File: config.mk
export PLATFORM = sky130hd
export DESIGN_NAME = uart_boot_loader
export DESIGN_NICKNAME = d
export VERILOG_FILES = /design/src/rtl/boot_pkg.sv /design/src/rtl/uart_rx_byte.sv /design/src/rtl/uart_boot_loader.sv
export SDC_FILE = /design/constraint.sdc
export NUM_CORES = 1
export LEC_CHECK = 0
export BUFFER_PORTS_ARGS = -buffer_cell sky130_fd_sc_hd__buf_4
export CORE_AREA = 8 8 130 132
export DETAILED_ROUTE_END_ITERATION = 16
export DIE_AREA = 0 0 138 140
export SLEW_MARGIN = 20
export SYNTH_ARGS = -nofsm -noshare
export SYNTH_HDL_FRONTEND = slang
export SYNTH_SLANG_ARGS = --single-unit
File: constraint.sdc
create_clock -name clk -period 2.62 [get_ports clk]
set_clock_uncertainty 0.05 [all_clocks]
set_input_delay 0.393 -clock clk [delete_from_list [all_inputs] [get_ports clk]]
set_output_delay 0.393 -clock clk [all_outputs]
set_load 0.02 [all_outputs]
File: src/rtl/boot_pkg.sv
// Shared definitions for the UART boot loader: sync byte and state encodings.
package boot_pkg;

    localparam logic [7:0] SYNC_BYTE = 8'hA5;

    typedef enum logic [2:0] {
        ST_SYNC,
        ST_LEN0,
        ST_LEN1,
        ST_DATA,
        ST_CSUM,
        ST_DONE,
        ST_ERR
    } boot_state_t;

    typedef enum logic [1:0] {
        RX_IDLE,
        RX_START,
        RX_DATA,
        RX_STOP
    } rx_state_t;

    // Little-endian assembly of the 16-bit word count.
    function automatic logic [15:0] word_count(input logic [7:0] lo, input logic [7:0] hi);
        return {hi, lo};
    endfunction

endpackage

File: src/rtl/uart_rx_byte.sv
// 8N1 UART byte receiver with input synchronizer and mid-bit sampling.
//
// state    | meaning
// ---------+-----------------------------------------------
// RX_IDLE  | line idle, watching for a falling edge
// RX_START | waiting to half-bit, confirm start still low
// RX_DATA  | sampling 8 data bits LSB first at mid-bit
// RX_STOP  | sampling stop bit; high -> byte, low -> error
module uart_rx_byte
    import boot_pkg::*;
#(
    parameter int CLKS_PER_BIT = 434
) (
    input  logic       clk,
    input  logic       rst,
    input  logic       uart_rx,
    output logic       byte_valid,
    output logic [7:0] byte_data,
    output logic       frame_err
);

    localparam int CNT_W = $clog2(CLKS_PER_BIT + 1);
    localparam logic [CNT_W-1:0] HALF_M1 = CNT_W'(CLKS_PER_BIT / 2 - 1);
    localparam logic [CNT_W-1:0] FULL_M1 = CNT_W'(CLKS_PER_BIT - 1);

    rx_state_t        state_q, state_d;
    logic [CNT_W-1:0] cnt_q, cnt_d;
    logic [2:0]       bit_idx_q, bit_idx_d;
    logic [7:0]       shift_q, shift_d;
    logic [7:0]       byte_data_q, byte_data_d;
    logic             byte_valid_q, byte_valid_d;
    logic             frame_err_q, frame_err_d;
    logic             rx_meta_q, rx_sync_q, rx_prev_q;

    // Bit timing: the down-counter reaching zero marks each mid-bit sample point.
    always_comb begin
        state_d      = state_q;
        cnt_d        = cnt_q;
        bit_idx_d    = bit_idx_q;
        shift_d      = shift_q;
        byte_data_d  = byte_data_q;
        byte_valid_d = 1'b0;
        frame_err_d  = 1'b0;
        case (state_q)
            RX_IDLE: begin
                if (rx_prev_q && !rx_sync_q) begin
                    state_d = RX_START;
                    cnt_d   = HALF_M1;
                end
            end
            RX_START: begin
                if (cnt_q == '0) begin
                    if (!rx_sync_q) begin
                        state_d   = RX_DATA;
                        cnt_d     = FULL_M1;
                        bit_idx_d = 3'd0;
                    end else begin
                        state_d = RX_IDLE;
                    end
                end else begin
                    cnt_d = cnt_q - 1'b1;
                end
            end
            RX_DATA: begin
                if (cnt_q == '0) begin
                    shift_d = {rx_sync_q, shift_q[7:1]};
                    cnt_d   = FULL_M1;
                    if (bit_idx_q == 3'd7) begin
                        state_d = RX_STOP;
                    end else begin
                        bit_idx_d = bit_idx_q + 3'd1;
                    end
                end else begin
                    cnt_d = cnt_q - 1'b1;
                end
            end
            RX_STOP: begin
                if (cnt_q == '0) begin
                    state_d = RX_IDLE;
                    if (rx_sync_q) begin
                        byte_valid_d = 1'b1;
                        byte_data_d  = shift_q;
                    end else begin
                        frame_err_d = 1'b1;
                    end
                end else begin
                    cnt_d = cnt_q - 1'b1;
                end
            end
            default: state_d = RX_IDLE;
        endcase
    end

    // Synchronizer, edge history and receiver state registers.
    always_ff @(posedge clk) begin
        if (rst) begin
            rx_meta_q    <= 1'b1;
            rx_sync_q    <= 1'b1;
            rx_prev_q    <= 1'b1;
            state_q      <= RX_IDLE;
            cnt_q        <= '0;
            bit_idx_q    <= 3'd0;
            shift_q      <= 8'h00;
            byte_data_q  <= 8'h00;
            byte_valid_q <= 1'b0;
            frame_err_q  <= 1'b0;
        end else begin
            rx_meta_q    <= uart_rx;
            rx_sync_q    <= rx_meta_q;
            rx_prev_q    <= rx_sync_q;
            state_q      <= state_d;
            cnt_q        <= cnt_d;
            bit_idx_q    <= bit_idx_d;
            shift_q      <= shift_d;
            byte_data_q  <= byte_data_d;
            byte_valid_q <= byte_valid_d;
            frame_err_q  <= frame_err_d;
        end
    end

    assign byte_valid = byte_valid_q;
    assign byte_data  = byte_data_q;
    assign frame_err  = frame_err_q;

endmodule

File: src/rtl/uart_boot_loader.sv
// UART boot loader: receives a framed image and writes it into instruction RAM.
// Define BOOT_CSUM_EN to compare the trailing checksum byte against the 8-bit
// sum of all length and data bytes; otherwise the checksum byte is only consumed.
//
// state   | meaning
// --------+-----------------------------------------------
// ST_SYNC | discard bytes until 0xA5
// ST_LEN0 | capture word count low byte
// ST_LEN1 | capture high byte, range-check the count
// ST_DATA | assemble 4-byte words, write each to RAM
// ST_CSUM | consume (and optionally check) checksum byte
// ST_DONE | image accepted, core released (terminal)
// ST_ERR  | framing/length/checksum error (terminal)
module uart_boot_loader
    import boot_pkg::*;
#(
    parameter int CLK_FREQ = 50000000,
    parameter int BAUD     = 115200,
    parameter int ADDR_W   = 10
) (
    input  logic              clk,
    input  logic              rst,
    input  logic              uart_rx,
    output logic              ram_we,
    output logic [ADDR_W-1:0] ram_addr,
    output logic [31:0]       ram_wdata,
    output logic              core_rst,
    output logic              boot_done,
    output logic              boot_err
);

    localparam int          CLKS_PER_BIT = CLK_FREQ / BAUD;
    localparam logic [16:0] MAX_WORDS    = 17'd1 << ADDR_W;

    logic       byte_valid;
    logic [7:0] byte_data;
    logic       frame_err;

    uart_rx_byte #(.CLKS_PER_BIT(CLKS_PER_BIT)) u_rx (
        .clk        (clk),
        .rst        (rst),
        .uart_rx    (uart_rx),
        .byte_valid (byte_valid),
        .byte_data  (byte_data),
        .frame_err  (frame_err)
    );

    boot_state_t       state_q, state_d;
    logic [7:0]        len_lo_q, len_lo_d;
    logic [15:0]       word_cnt_q, word_cnt_d;
    logic [1:0]        byte_idx_q, byte_idx_d;
    logic [31:0]       word_q, word_d;
    logic              ram_we_q, ram_we_d;
    logic [ADDR_W-1:0] ram_addr_q, ram_addr_d;
    logic [31:0]       ram_wdata_q, ram_wdata_d;
    logic [15:0]       n_words;
    logic              csum_ok;
`ifdef BOOT_CSUM_EN
    logic [7:0]        csum_q, csum_d;
`endif

    // Frame parser: advances on each received byte, remaining-word counter
    // terminates the data phase at zero.
    always_comb begin
        state_d     = state_q;
        len_lo_d    = len_lo_q;
        word_cnt_d  = word_cnt_q;
        byte_idx_d  = byte_idx_q;
        word_d      = word_q;
        ram_we_d    = 1'b0;
        ram_addr_d  = ram_we_q ? ram_addr_q + 1'b1 : ram_addr_q;
        ram_wdata_d = ram_wdata_q;
        n_words     = word_count(len_lo_q, byte_data);
`ifdef BOOT_CSUM_EN
        csum_d  = csum_q;
        csum_ok = (byte_data == csum_q);
        if (byte_valid && (state_q inside {ST_LEN0, ST_LEN1, ST_DATA})) begin
            csum_d = csum_q + byte_data;
        end
`else
        csum_ok = 1'b1;
`endif
        if (frame_err && state_q != ST_DONE && state_q != ST_ERR) begin
            state_d = ST_ERR;
        end else if (byte_valid) begin
            case (state_q)
                ST_SYNC: if (byte_data == SYNC_BYTE) state_d = ST_LEN0;
                ST_LEN0: begin
                    len_lo_d = byte_data;
                    state_d  = ST_LEN1;
                end
                ST_LEN1: begin
                    if (n_words == 16'd0) begin
                        state_d = ST_CSUM;
                    end else if ({1'b0, n_words} > MAX_WORDS) begin
                        state_d = ST_ERR;
                    end else begin
                        word_cnt_d = n_words;
                        byte_idx_d = 2'd0;
                        state_d    = ST_DATA;
                    end
                end
                ST_DATA: begin
                    word_d     = {byte_data, word_q[31:8]};
                    byte_idx_d = byte_idx_q + 2'd1;
                    if (byte_idx_q == 2'd3) begin
                        ram_wdata_d = {byte_data, word_q[31:8]};
                        ram_we_d    = 1'b1;
                        word_cnt_d  = word_cnt_q - 16'd1;
                        if (word_cnt_q == 16'd1) state_d = ST_CSUM;
                    end
                end
                ST_CSUM: state_d = csum_ok ? ST_DONE : ST_ERR;
                default: ;
            endcase
        end
    end

    // Parser and RAM-port registers.
    always_ff @(posedge clk) begin
        if (rst) begin
            state_q     <= ST_SYNC;
            len_lo_q    <= 8'h00;
            word_cnt_q  <= 16'd0;
            byte_idx_q  <= 2'd0;
            word_q      <= 32'h0;
            ram_we_q    <= 1'b0;
            ram_addr_q  <= '0;
            ram_wdata_q <= 32'h0;
`ifdef BOOT_CSUM_EN
            csum_q      <= 8'h00;
`endif
        end else begin
            state_q     <= state_d;
            len_lo_q    <= len_lo_d;
            word_cnt_q  <= word_cnt_d;
            byte_idx_q  <= byte_idx_d;
            word_q      <= word_d;
            ram_we_q    <= ram_we_d;
            ram_addr_q  <= ram_addr_d;
            ram_wdata_q <= ram_wdata_d;
`ifdef BOOT_CSUM_EN
            csum_q      <= csum_d;
`endif
        end
    end

    assign ram_we    = ram_we_q;
    assign ram_addr  = ram_addr_q;
    assign ram_wdata = ram_wdata_q;
    assign core_rst  = (state_q != ST_DONE);
    assign boot_done = (state_q == ST_DONE);
    assign boot_err  = (state_q == ST_ERR);

endmodule

Yosys cells after proc, flatten, opt, wreduce, memory -nomap -nowiden
Cells that the tools add are included.

Logic and storage cells: 126. Bits in writable memories: 0. Input bits: 3. Register bits after elaboration: 139. ROM bits: 0. Output and inout port bits: 46. Bits in latches: 0. Memories kept: 0.

$mul: 0. Reductions and logical operators: 28. Bitwise logic cells: 5. Add/subtract/negate cells: 5. Shift operators: 0. Multiplexer cells: 36. Equality and inequality tests: 32. Magnitude comparators: 1. Divide/modulo/power cells: 0.

Operators by type and width (count): $mux W16 (3); $mux W9 (5); $pmux W9 S4 (1); $mux W3 (11); $pmux W16 S2 (1); $reduce_and A5 Y1 (5); $ne A3 B3 Y1 const B (6); $eq A16 B1 Y1 const B (1); $gt A16 B11 Y1 const B (1); $logic_not A16 Y1 (1); $mux W2 (8); $ne A2 B2 Y1 const B (8); $sub A16 B1 Y16 const B (1); $pmux W3 S5 (1); $eq A3 B3 Y1 const B (4); $reduce_and A3 Y1 (4); $add A10 B1 Y10 const B (1); $ne A2 B1 Y1 const B (5); $logic_not A9 Y1 (1); $sub A9 B1 Y9 const B (1); $eq A8 B8 Y1 const B (1); $pmux W2 S4 (1); $eq A2 B2 Y1 const B (3); $eq A3 B2 Y1 const B (2); other kinds (21) (31).

Longest topological paths before layout
Gate-level depths: netlist of the first run.

Word-level depth: 6. Mapped depth: 9. Depth with buffers taken out: 7.

Hierarchy
A second synthesis of the first run with hierarchy kept.

Cell total of the unflattened synthesis: 711. Area, all modules: 5885.6 sq um.

Modules (own cells, without submodules): uart_boot_loader (area an instance 4160.2 sq um, cells each 520, instances 1); uart_rx_byte (area an instance 1725.4 sq um, cells each 191, instances 1).

Worst setup path before layout of the first run
No wires, ideal clock.

Path kind: reg-to-reg. Start point: reg u_rx.cnt_q[0]. End point: reg u_rx.cnt_q[4]. Library setup time: 0.134 ns. Slack: 0.404 ns. Buffers on the path: 2. Stages on the path, launching flop included: 10. Arrival time: 2.032 ns. Clock period less this slack: 2.216 ns. Cell sequence: dfxtp_1 -> inv_1 -> ha_1 -> or3b_1 -> clkbuf_1 -> or4_4 -> and2_1 -> buf_6 -> a21oi_1 -> a211oi_1.

Longest elaborated chain between the ends: 3.

Ends and longest elaborated chain: start, declared (RTL line uart_rx_byte.sv:27) `logic [CNT_W-1:0] cnt_q, cnt_d;`; start signal, assigned (RTL line uart_rx_byte.sv:112) `cnt_q <= cnt_d;`; $sub A9 B1 Y9 / $logic_not A9 Y1 (equally long branches); $mux W9 (tied with other cells) (RTL line uart_rx_byte.sv:78) `if (cnt_q == '0) begin`; $pmux W9 S4 / $reduce_and A3 Y1 (equally long branches).

Several ways; a longest one is shown, not always the timed one. The select of a mux whose other input is x is not followed. A chain may end at the register's enable or synchronous reset.

Final worst setup path of the first run
Start point: reg u_rx.cnt_q[0]. End point: reg u_rx.bit_idx_q[0].

Longest elaborated chain between the ends: 3.

Ends and longest elaborated chain: $logic_not A9 Y1 * (RTL line uart_rx_byte.sv:52, uart_rx_byte.sv:65); $ne A2 B1 Y1 (no source line); $reduce_and A5 Y1 (no source line) *; end signal, assigned (RTL line uart_rx_byte.sv:113) `bit_idx_q <= bit_idx_d;`; end, declared (RTL line uart_rx_byte.sv:28) `logic [2:0] bit_idx_q, bit_idx_d;`.

Mark *: on every way between the ends. The rest lies on a longest branch, timed or not.

==> summary.txt, run 1 <==
Status
  • Outcome: finished, final reports clean

Placement
  • Port buffer count: between 40 and 50
  • Inst Count DP: a little over 900
  • Placer Congestion: approximately 0.90
  • DP HPWL: between 9000 and 10000 microns

Clock network
  • Clock-pin slew on the worst setup and hold paths: roughly 60 ps
  • H-tree depth: 4
  • CTS root buffer: clkbuf_16
  • TritonCTS clock tree: yes
  • CTS resizes: 0
  • Max clock buf depth: 2
  • Setup bufs post-CTS: 0
  • Worst-skew pair later-pin latency: between 400 and 500 ps
  • Clk sinks: between 100 and 150
  • Total CTS buffers: 17
  • Hold_buf cts: 0

Timing
  • Final number of setup-violating endpoints: 0
  • Setup TNS: 0 ps
  • Slew headroom: between 50 and 60%
  • Unrepaired setup endpoints after global routing: false
  • Final min period: 2397 ps
  • Slew Viols, Final: 0
  • Endpoints failing hold: 0
  • Fmax: between 0.4 and 0.5 GHz
  • Period utilisation layout: approximately nine tenths
  • Pin slew with the least headroom to its limit: 712.4 ps

Global routing
  • Initial antenna violation count: 0
  • GRT met1 Usage: approximately 18%
  • GRT met3 Usage: roughly 3.8%
  • Pin count of the biggest net entering global routing: approximately 110
  • GRT met2 Usage: approximately a quarter
  • GRT overflow: 0
  • Most Crowded Layer GR: met2
  • GRT Util Overall: between 10% and 20%
  • Vias in the first global route: 4909
  • First-pass GRT wire length: 23940 microns

Synthesis
  • Syn_nets: 734
  • Post-synth EDFFs: 0
  • Register area share after synthesis: between 40% and 50%
  • Synth Area in Simple Gates: between 20% and 30%
  • Yosys cell types: 58
  • Synth Area in Compound Gates: roughly a fifth
  • Primary FF master, synth: dfxtp_1
  • Yosys reg bits: ~130
  • Post-Syn Instances: 720
  • Ys async rst share: 0%
  • Avg Cell Area, Syn: about 8 sq um
  • Ys Warns: 0
  • Multiplexer share of the synthesized area: 3.486%
  • Fraction of synthesized cell area in xor and xnor cells: between 1 and 1.5%
  • Mapped Area: just under 0.006 sq mm
  • Largest family of logic cells by synthesized area: simple AND/OR/NAND/NOR gates
  • Post-synthesis adder-cell area fraction: approximately 2.4%

Detailed routing
  • Average wire per standard cell: 15.31 microns
  • DRT iter0 DRCs: 409
  • Vias post-DR: 5282
  • 1st-pass router iterations: 5
  • DRC: 0
  • DR vias/cell: 5.537
  • Routed WL: 14600 microns
  • Final ANT Viol Nets: 0

Die
  • Core Rows: 45
  • Die footprint: around 0.019 sq mm
  • IO Count: around 50
  • Starting Density: 38.88%
  • Core ar.: between 0.01 and 0.015 sq mm
  • Die X: between 100 and 150 microns
  • Die Height: approximately 140 microns

Worst hold path
  • Hold Crit Class: primary input to flip-flop

Setup path
  • Worst setup SP type: flip-flop
  • Arr. time, crit path: 2690 ps
  • Crit Path Class: flip-flop to flip-flop
  • Crit path required time: 2910 ps
  • Worst Setup End Kind: flip-flop
  • Max Fanout on Critical Path: 11

Cells and area
  • Nets@finish: ~770
  • Area grow syn2layout: 21.02%
  • Non-filler cells, final: 954
  • Share of layout cells above drive strength 1: between 10% and 20%
  • ANT cells: 0

Pwr
  • PwrDens: roughly 740 mW/mm^2
  • Leakage: about 2.6 nW
  • Max rail drop VDD: ~380 uV

Run
  • Max cap viols: 0
==> registers in the layout, summed over array words and instances, names as in the netlist, 8 cells and up, named ones only <==
name and cells:
ram_wdata 32, word_q 24, word_cnt_q 16, ram_addr 10, u_rx.cnt_q 9, len_lo_q 8
u_rx.byte_data 8, u_rx.shift_q 8
==> power by group <==
| group | switching (W) | total, W | internal (W) | leakage (nW) |
|---|---|---|---|---|
| combinational | 0.000272 | 0.000413 | 0.000142 | 1.26 |
| clock | 0.000922 | 0.00272 | 0.00180 | 0.328 |
| sequential | 0.0000336 | 0.00205 | 0.00202 | 1.06 |
==> layer usage <==
layer / routed length, microns / up-vias
li1: - / 2608
met1: 6621 / 2502
met2: 7093 / 158
met3: 764 / 14
met4: 121 / 0
met5: 0 / -
==> per-stage QoR <==
| step | hold slack [ps] | utilization (%) | area, sq um | setup slack (ps) | power, W |
|---|---|---|---|---|---|
| detailed placement | 350.7 | 42.48 | 6315 | 271.4 | 0.002491 |
| global placement | 352.7 | 42.48 | 6315 | 369.2 | 0.002485 |
| CTS | 97.60 | 47.05 | 6994 | 231.1 | 0.005214 |
| floorplan | 339.5 | - | 5779 | 403.9 | 0.002407 |
| global route | 112.7 | 47.05 | 6994 | 64.29 | 0.005373 |
| finish | 111.0 | 47.05 | 6994 | 222.7 | 0.005184 |
==> cells by family (layout without fill, tap and decap cells) <==
family | Yosys count | after routing
buf+inv | 67 | 113
xor+xnor | 9 | 9
mux | 20 | 20
compound gates | 180 | 180
flops | 131 | 131
simple gates | 302 | 302
fa+ha+maj | 11 | 11
==> layout by cell type (no fill, tap or decap), types with 3 or more instances in the layout <==
| cell type | instances |
|---|---|
| nand2_1 | 154 |
| dfxtp_1 | 131 |
| a21oi_1 | 98 |
| buf_4 | 60 |
| nor2_1 | 57 |
| inv_1 | 19 |
| o21ai_0 | 19 |
| mux2i_1 | 19 |
| nand3_1 | 18 |
| clkbuf_16 | 17 |
| nor4_1 | 16 |
| o311ai_0 | 13 |
| ha_1 | 11 |
| nand4_1 | 10 |
| a31oi_1 | 10 |
| o31ai_1 | 9 |
| nor3_1 | 8 |
| xor2_1 | 7 |
| or2_2 | 6 |
| bufinv_16 | 6 |
| or3_1 | 5 |
| a211oi_1 | 5 |
| or4_1 | 4 |
| clkinv_4 | 4 |
| nor2b_1 | 3 |
| nand3b_1 | 3 |
| nor3b_1 | 3 |
| o211ai_1 | 3 |
| o31a_1 | 3 |
| a311oi_1 | 3 |
| inv_6 | 3 |
==> cells in the mapped netlist, drive strengths merged (3+ instances only) <==
| cell | n | area [sq um] |
|---|---|---|
| a211oi | 5 | 37.54 |
| a21oi | 98 | 490.5 |
| a311oi | 3 | 26.28 |
| a31oi | 10 | 62.56 |
| buf | 3 | 20.01 |
| clkbuf | 45 | 170.2 |
| dfxtp | 131 | 2623 |
| ha | 11 | 137.6 |
| inv | 19 | 71.32 |
| mux2i | 19 | 190.2 |
| nand2 | 154 | 578.1 |
| nand3 | 19 | 100.1 |
| nand3b | 3 | 22.52 |
| nand4 | 10 | 62.56 |
| nor2 | 57 | 214.0 |
| nor2b | 3 | 18.77 |
| nor3 | 10 | 66.32 |
| nor3b | 3 | 22.52 |
| nor4 | 17 | 112.6 |
| o211ai | 3 | 22.52 |
| o21ai | 20 | 100.1 |
| o311ai | 13 | 113.9 |
| o31a | 3 | 26.28 |
| o31ai | 9 | 67.56 |
| or2 | 6 | 37.54 |
| or3 | 5 | 31.28 |
| or4 | 6 | 52.55 |
| xor2 | 7 | 61.31 |
==> path summary, 6_finish.rpt <==
kind	from	to	slack, ps	cells past startpoint
min	uart_rx	u_rx.rx_meta_q$_SDFF_PP1_	110	2
max reg2reg	u_rx.cnt_q[0]$_SDFFE_PP0P_	u_rx.bit_idx_q[0]$_SDFFE_PP0P_	220	7
max	u_rx.cnt_q[0]$_SDFFE_PP0P_	u_rx.bit_idx_q[0]$_SDFFE_PP0P_	220	7
min reg2reg	u_rx.rx_meta_q$_SDFF_PP1_	u_rx.rx_sync_q$_SDFF_PP1_	370	1
==> layout make-up <==
type	count	area, sq um
tap	188	235.2
sequential	131	2623
timing repair buffer	62	490.5
clock inverter	15	254.0
fill	1437	7870
inverter	19	71.32
clock buffer	17	425.4
multi-input combinational	522	2895
==> critical path, cell delays in order (launching register included) <==
cell     delay (ps)
dfxtp_1         330
inv_1            80
ha_1            200
or3b_1          460
nor3_4          450
nand3_2         200
or3b_1          410
a21oi_1         140
Power figures use the tool's default switching activity.
==> inputs of run 2 (changes only) <==
- CORE_AREA: 8 8 130 132 -> 8 8 144 119
- DIE_AREA: 0 0 138 140 -> 0 0 152 127
- clock period: 2.62 -> 2.52 ns (I/O delays scaled with it)
==> run 2 against run 1 <==
  * Routed wire length decreased by 0.11%
  * Via count fell by 0.55%
  * Total power shrank 4.7%
  * Sequential power up 4%
  * Count of clock-buffer cells in the layout rose by 1
  * Worst hold slack lost 4.7 ps
  * Sequential cell count unchanged
  * Combinational power is 9.4% higher
  * Critical endpoint is now u_rx.cnt_q[4]$_SDFFE_PP0P_
  * Largest power group unchanged
  * Highest routed layer unchanged
==> summary.txt, run 2 (synthesis gave the netlist of run 1 again) <==
Cells and area
  • Largest register FFs: 32
  • Share of layout cells above drive strength 1: 14.69%
  • Multi-input logic area: about 0.0029 sq mm
  • Nets@finish: slightly below 800
  • # fillers: 1404
  • ANT cells: 0
  • Register area: between 0.002 and 0.003 sq mm
  • Most common cell after layout, fill and taps aside: nand2_1
  • Area grow syn2layout: 19.59%
  • Commonest cells after routing, fill and taps aside: nand2_1, dfxtp_1, a21oi_1

Global routing
  • GRT overflow: 0
  • Vias in the first global route: ~4900
  • GRT Util Overall: 15.30%
  • First-pass GRT wire length: around 25000 microns
  • Pin count of the biggest net entering global routing: 70
  • Initial antenna violation count: 0

Clock network
  • Setup bufs post-CTS: 0
  • Max clock buf depth: 2
  • Clk sinks: 131
  • CTS resizes: 0
  • H-tree depth: 4
  • CTS root buffer: clkbuf_16
  • TritonCTS clock tree: yes
  • Total CTS buffers: 17
  • Worst-skew pair later-pin latency: between 400 and 500 ps
  • Clock-pin slew on the worst setup and hold paths: ~50 ps
  • Hold_buf cts: 0

Timing
  • Setup TNS: 0 ps
  • Period utilisation layout: 94.56%
  • Unrepaired setup endpoints after global routing: false
  • Pin slew with the least headroom to its limit: about 630 ps
  • Slew Viols, Final: 0
  • Final number of setup-violating endpoints: 0
  • Final min period: between 2000 and 2500 ps
  • Final worst setup slack: 137.1 ps
  • Endpoints failing hold: 0
  • Worst hold slack: ~110 ps
  • Slew headroom: 57.95%
  • Fmax: 0.4196 GHz

Die
  • Starting Density: between 30% and 40%
  • IO Count: just under 50
  • Die Height: approximately 130 microns
  • Die footprint: a little under 0.02 sq mm
  • Core Rows: 40
  • Die X: approximately 150 microns
  • Core ar.: between 0.01 and 0.015 sq mm

Detailed routing
  • DRT iter0 DRCs: ~340
  • 1st-pass router iterations: 5
  • Vias post-DR: 5253
  • DRC: 0
  • Average wire per standard cell: approximately 15 microns
  • Routed WL: 14590 microns
  • DR vias/cell: between 5 and 6
  • Final ANT Viol Nets: 0

Status
  • Outcome: finished, final reports clean

Setup path
  • Crit path required time: approximately 2700 ps
  • Max Fanout on Critical Path: 6
  • Arr. time, crit path: about 2600 ps
  • Worst setup SP type: flip-flop
  • Worst Setup End Kind: flip-flop
  • Crit Path Class: flip-flop to flip-flop

Placement
  • Place WS: ~170 ps
  • Placer Congestion: around 0.86
  • Port buffer count: 48
  • DP HPWL: ~10000 microns

Run
  • Max cap viols: 0

Pwr
  • Overall power: approximately 0.005 W
  • Leakage: between 2 and 3 nW
  • Max rail drop VDD: 606.1 uV
  • PwrDens: 714.4 mW/mm^2

Worst hold path
  • Hold Crit Class: primary input to flip-flop
[run 2: changes by cell type in the layout (fill, tap and decap cells not counted), sizes merged]
cell,delta
buf,+4
clkinvlp,+3
bufinv,-4
inv,-2
clkbuf,+1
clkinv,+1
[run 2: worst paths after layout]
check	end	start	slack, ps	depth (start not counted)
max	u_rx.cnt_q[4]$_SDFFE_PP0P_	u_rx.cnt_q[0]$_SDFFE_PP0P_	140	7
min reg2reg	u_rx.rx_sync_q$_SDFF_PP1_	u_rx.rx_meta_q$_SDFF_PP1_	370	1
min	u_rx.rx_meta_q$_SDFF_PP1_	uart_rx	110	2
max reg2reg	u_rx.cnt_q[4]$_SDFFE_PP0P_	u_rx.cnt_q[0]$_SDFFE_PP0P_	140	7
[run 2: where the power goes]
| group | internal (W) | leakage, nW | total, W | switching [W] |
|---|---|---|---|---|
| sequential | 0.00210 | 1.06 | 0.00213 | 0.0000344 |
| combinational | 0.000166 | 1.28 | 0.000452 | 0.000286 |
| clock | 0.00145 | 0.268 | 0.00235 | 0.000908 |
[run 2: worst max-delay path, stage by stage (launching register included)]
cell	delay (ps)
dfxtp_1	340
inv_1	90
ha_1	190
or3b_1	470
or4_4	590
and2_1	260
a21oi_1	180
a211oi_1	70
[run 2: metrics by stage]
step,cells,area (sq um),util [%]
finish,958,6912,46.81
global route,958,6912,46.81
CTS,958,6912,46.81
detailed placement,927,6346,42.98
global placement,927,6346,42.98
floorplan,720,5779,-
[run 2: metal layers]
layer  part of all wire [%]  track usage, %  wire (microns)  up-vias
li1                       -               -               -     2606
met1                     48           19.89            6958     2479
met2                     46           23.76            6693      156
met3                    5.5           4.481             805       12
met4                   0.88           5.513             128        0
met5                      0               0               0        -
[run 2: final cells by class]
type	count	share of cell area [%]
timing repair buffer	66	7.531
clock buffer	18	6.209
inverter	19	1.032
clock inverter	13	1.973
tap	189	3.421
sequential	131	37.94
multi-input combinational	522	41.89
==> inputs of run 3 (changes only) <==
- CORE_AREA: 8 8 144 119 -> 8 8 145 120
- DIE_AREA: 0 0 152 127 -> 0 0 153 128
- SYNTH_HIERARCHICAL: unset -> 1
==> run 3 against run 2 <==
  * Routed wire length is 4.2% higher
  * Count of clock-buffer cells in the layout is 1 lower
  * Sequential power hardly changed
  * Area after synthesis is 1.8% higher
  * Non-clock buffer count is 5 higher
  * Core utilization is 0.50 points lower
  * Sequential share of layout area is 0.77 points lower
  * Sequential cell count stayed put
  * Total power is 2.6% higher
  * Critical endpoint is now word_cnt_q[14]$_SDFFE_PP0P_
  * Largest power group unchanged
==> summary.txt, run 3 <==
Synthesis
  • Post-synthesis adder-cell area fraction: under 10%
  • Register area share after synthesis: ~45%
  • Ys async rst share: 0%
  • Top-count cell post-synth: nand2_1
  • Multiplexer share of the synthesized area: 4.422%
  • Dominant cell type by area after synthesis: dfxtp_1
  • Post-Syn Instances: between 700 and 800
  • Largest family of logic cells by synthesized area: simple AND/OR/NAND/NOR gates
  • Post-synth EDFFs: 0
  • Primary FF master, synth: dfxtp_1
  • Synth Area in Compound Gates: between 10% and 20%
  • Yosys reg bits: approximately 130
  • Post-synth top cells: nand2_1, dfxtp_1, a21oi_1
  • Fraction of synthesized cell area in xor and xnor cells: 1.042%
  • Yosys cell types: 67
  • Avg Cell Area, Syn: roughly 8.3 sq um
  • Share of the synthesized area in the top cell type: 44.56%
  • Ys Warns: 6
  • Mapped Area: approximately 0.0059 sq mm
  • Syn_nets: around 730
  • Synth area leaders: dfxtp_1, nand2_1, a21oi_1
  • Synth Area in Simple Gates: 22.98%

Global routing
  • GRT Util Overall: between 10% and 20%
  • Initial antenna violation count: 0
  • Pin count of the biggest net entering global routing: a little over 70
  • GRT overflow: 0
  • Vias in the first global route: roughly 5000
  • First-pass GRT wire length: 25160 microns

Clock network
  • CTS root buffer: clkbuf_16
  • Total CTS buffers: 17
  • TritonCTS clock tree: yes
  • Worst-skew pair later-pin latency: ~420 ps
  • Clk sinks: ~130
  • Hold_buf cts: 0
  • Max clock buf depth: 2
  • H-tree depth: 4
  • CTS resizes: 0
  • Setup bufs post-CTS: 0
  • Clock-pin slew on the worst setup and hold paths: 60 ps

Cells and area
  • Area grow syn2layout: 19.88%
  • Core Util, Final: 46.31%
  • Largest register FFs: 32
  • # fillers: 1467
  • ANT cells: 0
  • Commonest cells after routing, fill and taps aside: nand2_1, dfxtp_1, a21oi_1
  • Nets@finish: roughly 770
  • Register area: approximately 0.0026 sq mm
  • Most common cell after layout, fill and taps aside: nand2_1
  • Share of layout cells above drive strength 1: about 16%
  • Multi-input logic area: 0.002977 sq mm

Detailed routing
  • DRC: 0
  • 1st-pass router iterations: 5
  • Vias post-DR: between 5000 and 6000
  • Final ANT Viol Nets: 0
  • DRT iter0 DRCs: around 380
  • Average wire per standard cell: ~16 microns
  • DR vias/cell: 5.557
  • Routed WL: around 15000 microns

Die
  • Starting Density: 38.63%
  • Die X: 153 microns
  • Die footprint: 0.01958 sq mm
  • Core ar.: around 0.015 sq mm
  • IO Count: 49
  • Core Rows: between 40 and 50
  • Die Height: around 130 microns

Pwr
  • Comb power frac: under 10%
  • Sw Share: between 20 and 30%
  • Internal Power: roughly 0.0037 W
  • Clock share of power: between 40% and 50%
  • Leakage: around 2.6 nW
  • PwrDens: roughly 720 mW/mm^2
  • Psw: approximately 0.0014 W
  • Max rail drop VDD: 446.5 uV
  • Seq pwr share: a little over two fifths

Placement
  • Placer Congestion: about 0.84
  • Port buffer count: 48
  • DP HPWL: between 10000 and 15000 microns

Setup path
  • Buf/Inv on CP: 1
  • Worst setup SP type: flip-flop
  • Reg2reg path depth: 7
  • CP cell instances: inv_1, ha_1, or4b_1, nor3_2, nand3_1, or3_1, a31oi_1
  • Critical path depth: 7
  • Crit-path leading delay family: simple AND/OR/NAND/NOR gates
  • R2r endpoint: word_cnt_q[14]$_SDFFE_PP0P_
  • Arr. time, crit path: around 2500 ps
  • Reg2reg start: word_cnt_q[0]$_SDFFE_PP0P_
  • Register-to-register setup slack: 290 ps
  • Max Fanout on Critical Path: 6
  • Crit-path max cell delay: 540 ps
  • CP max stage cell: or4b_1
  • Crit path required time: around 2800 ps
  • Crit Path Class: flip-flop to flip-flop
  • Worst Setup End Kind: flip-flop

Timing
  • Final min period: 2232 ps
  • Worst hold slack: 83.64 ps
  • Final number of setup-violating endpoints: 0
  • Slew headroom: 63.70%
  • Unrepaired setup endpoints after global routing: false
  • Pin slew with the least headroom to its limit: about 540 ps
  • Fmax: 0.4481 GHz
  • Slew Viols, Final: 0
  • Period utilisation layout: about nine tenths
  • Endpoints failing hold: 0
  • Setup TNS: 0 ps

Worst hold path
  • Worst hold start: uart_rx
  • Worst hold path cell count: 2
  • Hold Path Sink: u_rx/rx_meta_q$_SDFF_PP1_
  • Hold Crit Class: primary input to flip-flop

Status
  • Outcome: finished, final reports clean

Run
  • Max cap viols: 0
-- run 3: changes by cell type after synthesis, sizes merged, moves of 5 or more --
cell,delta
nand2,-15
a21oi,-10
nor4,-10
buf,+9
clkbuf,-8
mux2i,+7
nand4,-6
o311ai,-6
and3,+5
o32ai,+5
-- run 3: final cells by class --
class / instances / area share (%)
Sequential cell: 131 / 37.17
Tap cell: 193 / 3.423
Clock buffer: 17 / 6.029
Clock inverter: 15 / 2.288
Inverter: 22 / 1.170
Timing Repair Buffer: 71 / 7.732
Multi-Input combinational cell: 509 / 42.19
-- run 3: cells by family after synthesis --
kind of cell    count (synthesis)
fa+ha+maj                      12
buf+inv                        71
compound gates                183
simple gates                  281
mux                            26
xor+xnor                        7
flops                         131
-- run 3: power by group through the flow --
stage / Clock, W / Combinational (W) / Sequential, W
floorplan: 0 / 0.000391 / 0.00218
CTS: 0.00250 / 0.000462 / 0.00215
global placement: 0 / 0.000452 / 0.00219
global route: 0.00262 / 0.000505 / 0.00216
detailed placement: 0 / 0.000463 / 0.00220
finish: 0.00245 / 0.000472 / 0.00215
-- run 3: how the worst max path moves through the flow --
stage                                     startpoint                              to  slack [ps]
after floorplan           word_cnt_q[0]$_SDFFE_PP0P_     word_cnt_q[14]$_SDFFE_PP0P_         510
after global routing      u_rx/cnt_q[1]$_SDFFE_PP0P_  u_rx/byte_data[0]$_SDFFE_PP0P_         140
after CTS                 word_cnt_q[0]$_SDFFE_PP0P_     word_cnt_q[14]$_SDFFE_PP0P_         290
after detailed placement  word_cnt_q[0]$_SDFFE_PP0P_     word_cnt_q[14]$_SDFFE_PP0P_         310
final                     word_cnt_q[0]$_SDFFE_PP0P_     word_cnt_q[14]$_SDFFE_PP0P_         290
after global placement    word_cnt_q[0]$_SDFFE_PP0P_     word_cnt_q[14]$_SDFFE_PP0P_         380
-- run 3: stage by stage --
stage,total power (W),setup WS (ps),area (sq um),std cells
3_3_place_gp,0.002647,380.9,6469,926
3_5_place_dp,0.002659,311.6,6469,926
4_1_cts,0.005111,293.4,7056,958
6_report,0.005068,288.5,7056,958
2_1_floorplan,0.002569,506.8,5886,711
5_1_grt,0.005278,135.8,7056,958
-- run 3: layer usage --
| metal | up-vias | routed length, microns | GRT usage, % |
|---|---|---|---|
| met5 | - | 0 | 0 |
| met4 | 0 | 193 | 5.459 |
| met3 | 21 | 733 | 4.346 |
| met2 | 148 | 6775 | 23.91 |
| met1 | 2553 | 7500 | 20.78 |
| li1 | 2602 | - | - |
